$ cat config.mk
export PLATFORM = sky130hd
export DESIGN_NAME = door_lock_ctrl
export DESIGN_NICKNAME = d
export VERILOG_FILES = /design/src/rtl/door_lock_ctrl.sv
export SDC_FILE = /design/constraint.sdc
export NUM_CORES = 1
export LEC_CHECK = 0
export CAP_MARGIN = 30
export CORE_MARGIN = 1.5
export CORE_UTILIZATION = 35
export CTS_CLUSTER_DIAMETER = 80
export DETAILED_ROUTE_END_ITERATION = 7
export GPL_ROUTABILITY_DRIVEN = 0
export PLACE_DENSITY = 0.52
export SYNTH_ARGS = -nofsm -noshare
export SYNTH_HDL_FRONTEND = slang
export SYNTH_SLANG_ARGS = --single-unit
$ cat constraint.sdc
create_clock -name clk -period 3.7 [get_ports clk]
set_input_delay 0.74 -clock clk [delete_from_list [all_inputs] [get_ports clk]]
set_output_delay 0.74 -clock clk [all_outputs]
set_load 0.03 [all_outputs]
$ cat src/rtl/door_lock_ctrl.sv
// Door lock controller: drives the solenoid after an access grant,
// watches the door sensor and raises an alarm on forced or prolonged entry.
module door_lock_ctrl #(
  parameter int UNLOCK_CYCLES = 10,
  parameter int AJAR_LIMIT    = 20,
  parameter int CNT_W         = 8
) (
  input  logic       clk,
  input  logic       rst,
  input  logic       open_access_door,
  input  logic       door_closed,
  input  logic       alarm_clr,
  output logic       unlock,
  output logic       alarm,
  output logic       busy,
  output logic [1:0] state_out
);

  typedef enum logic [1:0] {
    LOCKED   = 2'b00,
    UNLOCKED = 2'b01,
    OPEN     = 2'b10,
    ALARM    = 2'b11
  } state_t;

  localparam int CNT_MAX = (1 << CNT_W) - 1;

  if (UNLOCK_CYCLES < 1 || UNLOCK_CYCLES > CNT_MAX) begin : g_bad_unl
    $error("UNLOCK_CYCLES out of range");
  end
  if (AJAR_LIMIT < 1 || AJAR_LIMIT > CNT_MAX) begin : g_bad_ajar
    $error("AJAR_LIMIT out of range");
  end

  localparam logic [CNT_W-1:0] UNL_LD  = CNT_W'(UNLOCK_CYCLES - 1);
  localparam logic [CNT_W-1:0] AJAR_LD = CNT_W'(AJAR_LIMIT - 1);
  localparam logic [CNT_W-1:0] ONE     = CNT_W'(1);

  state_t           state;
  state_t           state_nxt;
  logic [CNT_W-1:0] cnt;
  logic [CNT_W-1:0] cnt_nxt;
  logic             req_d;
  logic             req_edge;

  assign req_edge = open_access_door & ~req_d;

  always_comb begin
    state_nxt = state;
    cnt_nxt   = cnt;
    unique case (state)
      LOCKED: begin
        // forced entry outranks a simultaneous grant
        if (!door_closed) begin
          state_nxt = ALARM;
        end else if (req_edge) begin
          state_nxt = UNLOCKED;
          cnt_nxt   = UNL_LD;
        end
      end
      UNLOCKED: begin
        if (!door_closed) begin
          state_nxt = OPEN;
          cnt_nxt   = AJAR_LD;
        end else if (req_edge) begin
          cnt_nxt = UNL_LD;
        end else if (cnt == '0) begin
          state_nxt = LOCKED;
        end else begin
          cnt_nxt = cnt - ONE;
        end
      end
      OPEN: begin
        if (door_closed) begin
          state_nxt = LOCKED;
        end else if (cnt == '0) begin
          state_nxt = ALARM;
        end else begin
          cnt_nxt = cnt - ONE;
        end
      end
      ALARM: begin
        if (alarm_clr && door_closed) begin
          state_nxt = LOCKED;
        end
      end
      default: state_nxt = LOCKED;
    endcase
  end

  always_ff @(posedge clk) begin
    if (rst) begin
      state     <= LOCKED;
      cnt       <= '0;
      req_d     <= 1'b0;
      unlock    <= 1'b0;
      alarm     <= 1'b0;
      busy      <= 1'b0;
      state_out <= 2'b00;
    end else begin
      state     <= state_nxt;
      cnt       <= cnt_nxt;
      req_d     <= open_access_door;
      unlock    <= (state_nxt == UNLOCKED);
      alarm     <= (state_nxt == ALARM);
      busy      <= (state_nxt != LOCKED);
      state_out <= state_nxt;
    end
  end

endmodule

==> Implementation_results.wiki <==
{| class="wikitable"
! Metric !! Value
|-
| Layout Cells excl Fill || 145
|-
| Number of nets in the layout || 129
|-
| Total power || 0.995 mW
|-
| Placeable Area || 2500 sq um
|-
| Clock tree from TritonCTS || built
|-
| Worst-case setup slack after placement || 0.892 ns
|-
| Cell type contributing the most total cell area after synthesis || sky130_fd_sc_hd__dfxtp_1
|-
| Initial antenna violation count || 0
|-
| Post-CTS setup repair buffer count || 0
|-
| Hold-fix buffers at CTS || 0
|-
| Dominant combinational cell family by area after synthesis || compound AO/OA/AOI/OAI gates
|-
| Average via count per standard cell || 5.74
|-
| Synthesized netlist cell count || 107
|-
| Sequential-to-total area share from yosys stat || 30.3%
|-
| Antenna violation net count after detailed routing || 0
|-
| Top area cells in the synthesized netlist || sky130_fd_sc_hd__dfxtp_1, sky130_fd_sc_hd__ha_1, sky130_fd_sc_hd__o32ai_1
|-
| Worst vdd ir || 0.000530 V
|-
| Die height || 54.4 um
|-
| Crit Path Class || in -> reg
|-
| Final critical-path share of the clock period || 68.1%
|-
| Vias || 833
|-
| Max frequency || 397 MHz
|-
| Master of the slowest instance on the critical path || sky130_fd_sc_hd__clkdlybuf4s50_1
|-
| Worst-case setup margin in the final layout || 1.18 ns
|-
| CP required || 3.91 ns
|-
| Simple-gate portion of the synthesized area || 21.9%
|-
| Post-DR wirelength/cell || 14.4 um
|-
| Io pins || 10
|-
| Buffer and inverter count on the worst path || 1
|-
| Max Buffers Root-to-Sink || 2
|-
| Max Clock Skew || 0.00990 ns
|-
| Count of yosys warnings during synthesis || 0
|-
| Final Hold Fails || 0
|-
| Synth Area in Compound Gates || 29.1%
|-
| Initial Util || 37.0%
|-
| Share of synthesized cell area in full adder, half adder and majority cells || 9.46%
|-
| Iteration-0 DRC count of the detailed router || 53
|-
| Synthesized flop and latch total || 14
|-
| Path class of the lowest-slack min-delay path || reg -> reg
|-
| FP Rows || 18
|-
| Total instance count after detailed placement || 142
|-
| Die Span X || 54.4 um
|-
| Diodes inserted || 0
|-
| Quantity of I/O buffers inserted on ports || 9
|-
| Area of the die || 2960 sq um
|-
| Normalized max-slew margin || 54.3%
|-
| Signal arrival time at the worst endpoint || 2.73 ns
|-
| Most common cell after layout, fill and taps aside || sky130_fd_sc_hd__dfxtp_1
|-
| Proportion of register bits with asynchronous set or reset after synthesis || 0%
|-
| Cell family contributing the most delay on the critical path || simple AND/OR/NAND/NOR gates
|-
| Crit path max fanout || 12
|-
| Gates resized, CTS repair || 0
|-
| Max Slew Vio Count || 0
|-
| CP cell instances || clkdlybuf4s50_1 -> and3b_1 -> o21ai_0 -> or4b_1 -> a211oi_2
|-
| Root buffer cell || sky130_fd_sc_hd__clkbuf_4
|-
| Aggregate routed wire length || 2.08 mm
|-
| Signed area change from the synthesized netlist to the final layout || 14.5%
|-
| Filler Cells Inserted || 262
|-
| Critical path's largest stage delay || 0.69 ns
|-
| Run status || finished, final reports clean
|-
| Register area || 280 sq um
|-
| Worst-path clk slew || 0.08 ns
|-
| Number of sinks driven by the clock tree || 14
|-
| Later-pin clock latency in the skew report || 0.29 ns
|-
| Via count of the first global-routing pass || 780
|-
| CTS buffer count || 3
|-
| Unrepaired setup endpoints after global routing || false
|-
| Unique masters post-synth || 47
|-
| Maximum number of pins on one net before global-route repair || 13
|-
| Level count of the clock H-tree || 1
|-
| Final critical path time including I/O delays and setup || 2.52 ns
|-
| Syn_nets || 119
|-
| Xor and xnor area share after synthesis || 2.84%
|-
| First-pass GRT wire length || 3.51 mm
|-
| DR DRC count || 0
|-
| P_leak || 0.407 nW
|-
| All-Layer GR Usage || 16.9%
|-
| Ratio of cells with drive above 1 in the final layout || 9.57%
|-
| Number of enable-type register cells in the synthesized netlist || 0
|-
| Pin slew with the least headroom to its limit || 0.679 ns
|-
| Number of violations of the max-capacitance limit || 0
|-
| Area of the multi-input gates || 596 sq um
|-
| Commonest register cell after synthesis || sky130_fd_sc_hd__dfxtp_1
|-
| Sum Neg Setup Slack || 0 ns
|-
| Remaining global-route overflow || 0
|-
| Mux cell area share after synthesis || 1.08%
|-
| Startpoint type of the worst setup path || input port
|-
| Commonest cells after routing, fill and taps aside || sky130_fd_sc_hd__dfxtp_1, sky130_fd_sc_hd__inv_1, sky130_fd_sc_hd__clkdlybuf4s50_1
|-
| Number of endpoints failing setup at the final stage || 0
|-
| Power per standard cell area || 939 nW/um^2
|-
| Mapped Area || 926 sq um
|-
| Post-detail-place hpwl || 1.61 mm
|-
| 1st-pass router iterations || 4
|-
| Per-instance average area after synthesis || 8.65 sq um
|-
| Capturing element type of the critical path || flop
|-
| Area fraction of the dominant cell type after synthesis || 30.3%
|}
==> cells by family after synthesis <==
kind of cell             count (synthesis)
adder cells (fa/ha/maj)                  7
flip-flops                              14
AO/OA/AOI/OAI                           35
buffers and inverters                   13
multiplexers                             1
AND/OR/NAND/NOR                         34
XOR/XNOR                                 3
==> flip-flops by register name, summed over array words and instances, names as in the netlist <==
signal / count
busy: 1
cnt: 8
unlock: 1
req_d: 1
state: 2
alarm: 1
==> worst register-to-register path, delay by kind of cell, from the launching register on <==
kind / cells / cell delay (ns)
AO/OA/AOI/OAI: 3 / 0.65
adder cells (fa/ha/maj): 1 / 0.28
buffers and inverters: 1 / 0.11
flip-flops: 1 / 0.47
AND/OR/NAND/NOR: 1 / 0.58
==> synthesized netlist by cell type, types with 2 or more instances <==
library cell               instances
sky130_fd_sc_hd__nand2_1           7
sky130_fd_sc_hd__nor4_1            2
sky130_fd_sc_hd__a31oi_1           3
sky130_fd_sc_hd__o21ai_0           6
sky130_fd_sc_hd__inv_1             9
sky130_fd_sc_hd__o32ai_1           4
sky130_fd_sc_hd__and3_1            2
sky130_fd_sc_hd__a211oi_1          4
sky130_fd_sc_hd__o31ai_1           2
sky130_fd_sc_hd__nor3_1            2
sky130_fd_sc_hd__nor2_1            4
sky130_fd_sc_hd__dfxtp_1          14
sky130_fd_sc_hd__xor2_1            2
sky130_fd_sc_hd__or3_1             2
sky130_fd_sc_hd__ha_1              7
sky130_fd_sc_hd__clkbuf_1          3
sky130_fd_sc_hd__nor3b_1           2
sky130_fd_sc_hd__a21oi_1           2
sky130_fd_sc_hd__nor2b_1           2
==> where the power goes <==
group / internal, mW / switching, mW / total, mW / leakage (nW)
combinational: 0.264 / 0.374 / 0.638 / 0.278
sequential: 0.207 / 0.0598 / 0.267 / 0.115
clock: 0.0379 / 0.0523 / 0.0902 / 0.0138
==> area by class of cell <==
type | count | area share, %
tap | 30 | 3.54
sequential | 14 | 26.4
inverter | 9 | 3.19
timing repair buffer | 9 | 8.50
clock buffer | 3 | 2.13
multi-input combinational | 80 | 56.2
==> per-layer routing <==
metal	part of all wire, %	global-route usage (%)	up-vias	wire [um]
met5	0	0	-	0
met4	1.6	6.25	0	34
met3	5.7	6.56	4	118
met2	46	26.9	26	955
met1	47	20.6	377	975
li1	-	-	426	-
==> final timing paths <==
check              start     end  slack [ns]  cells after the start
max          door_closed  cnt[7]        1.18                      5
min reg2reg       cnt[7]  cnt[7]        0.52                      2
min               cnt[7]  cnt[7]        0.52                      2
max reg2reg     state[0]  cnt[7]        1.52                      6
==> stage by stage <==
| step | instance area [sq um] | utilization, % | hold slack [ns] |
|---|---|---|---|
| floorplan | 926 | - | 0.478 |
| global route | 1060 | 42.4 | 0.539 |
| finish | 1060 | 42.4 | 0.519 |
| detailed placement | 1040 | 41.5 | 0.506 |
| CTS | 1060 | 42.4 | 0.519 |
| global placement | 1040 | 41.5 | 0.508 |
Note: power is estimated with default switching activity, not from simulation.
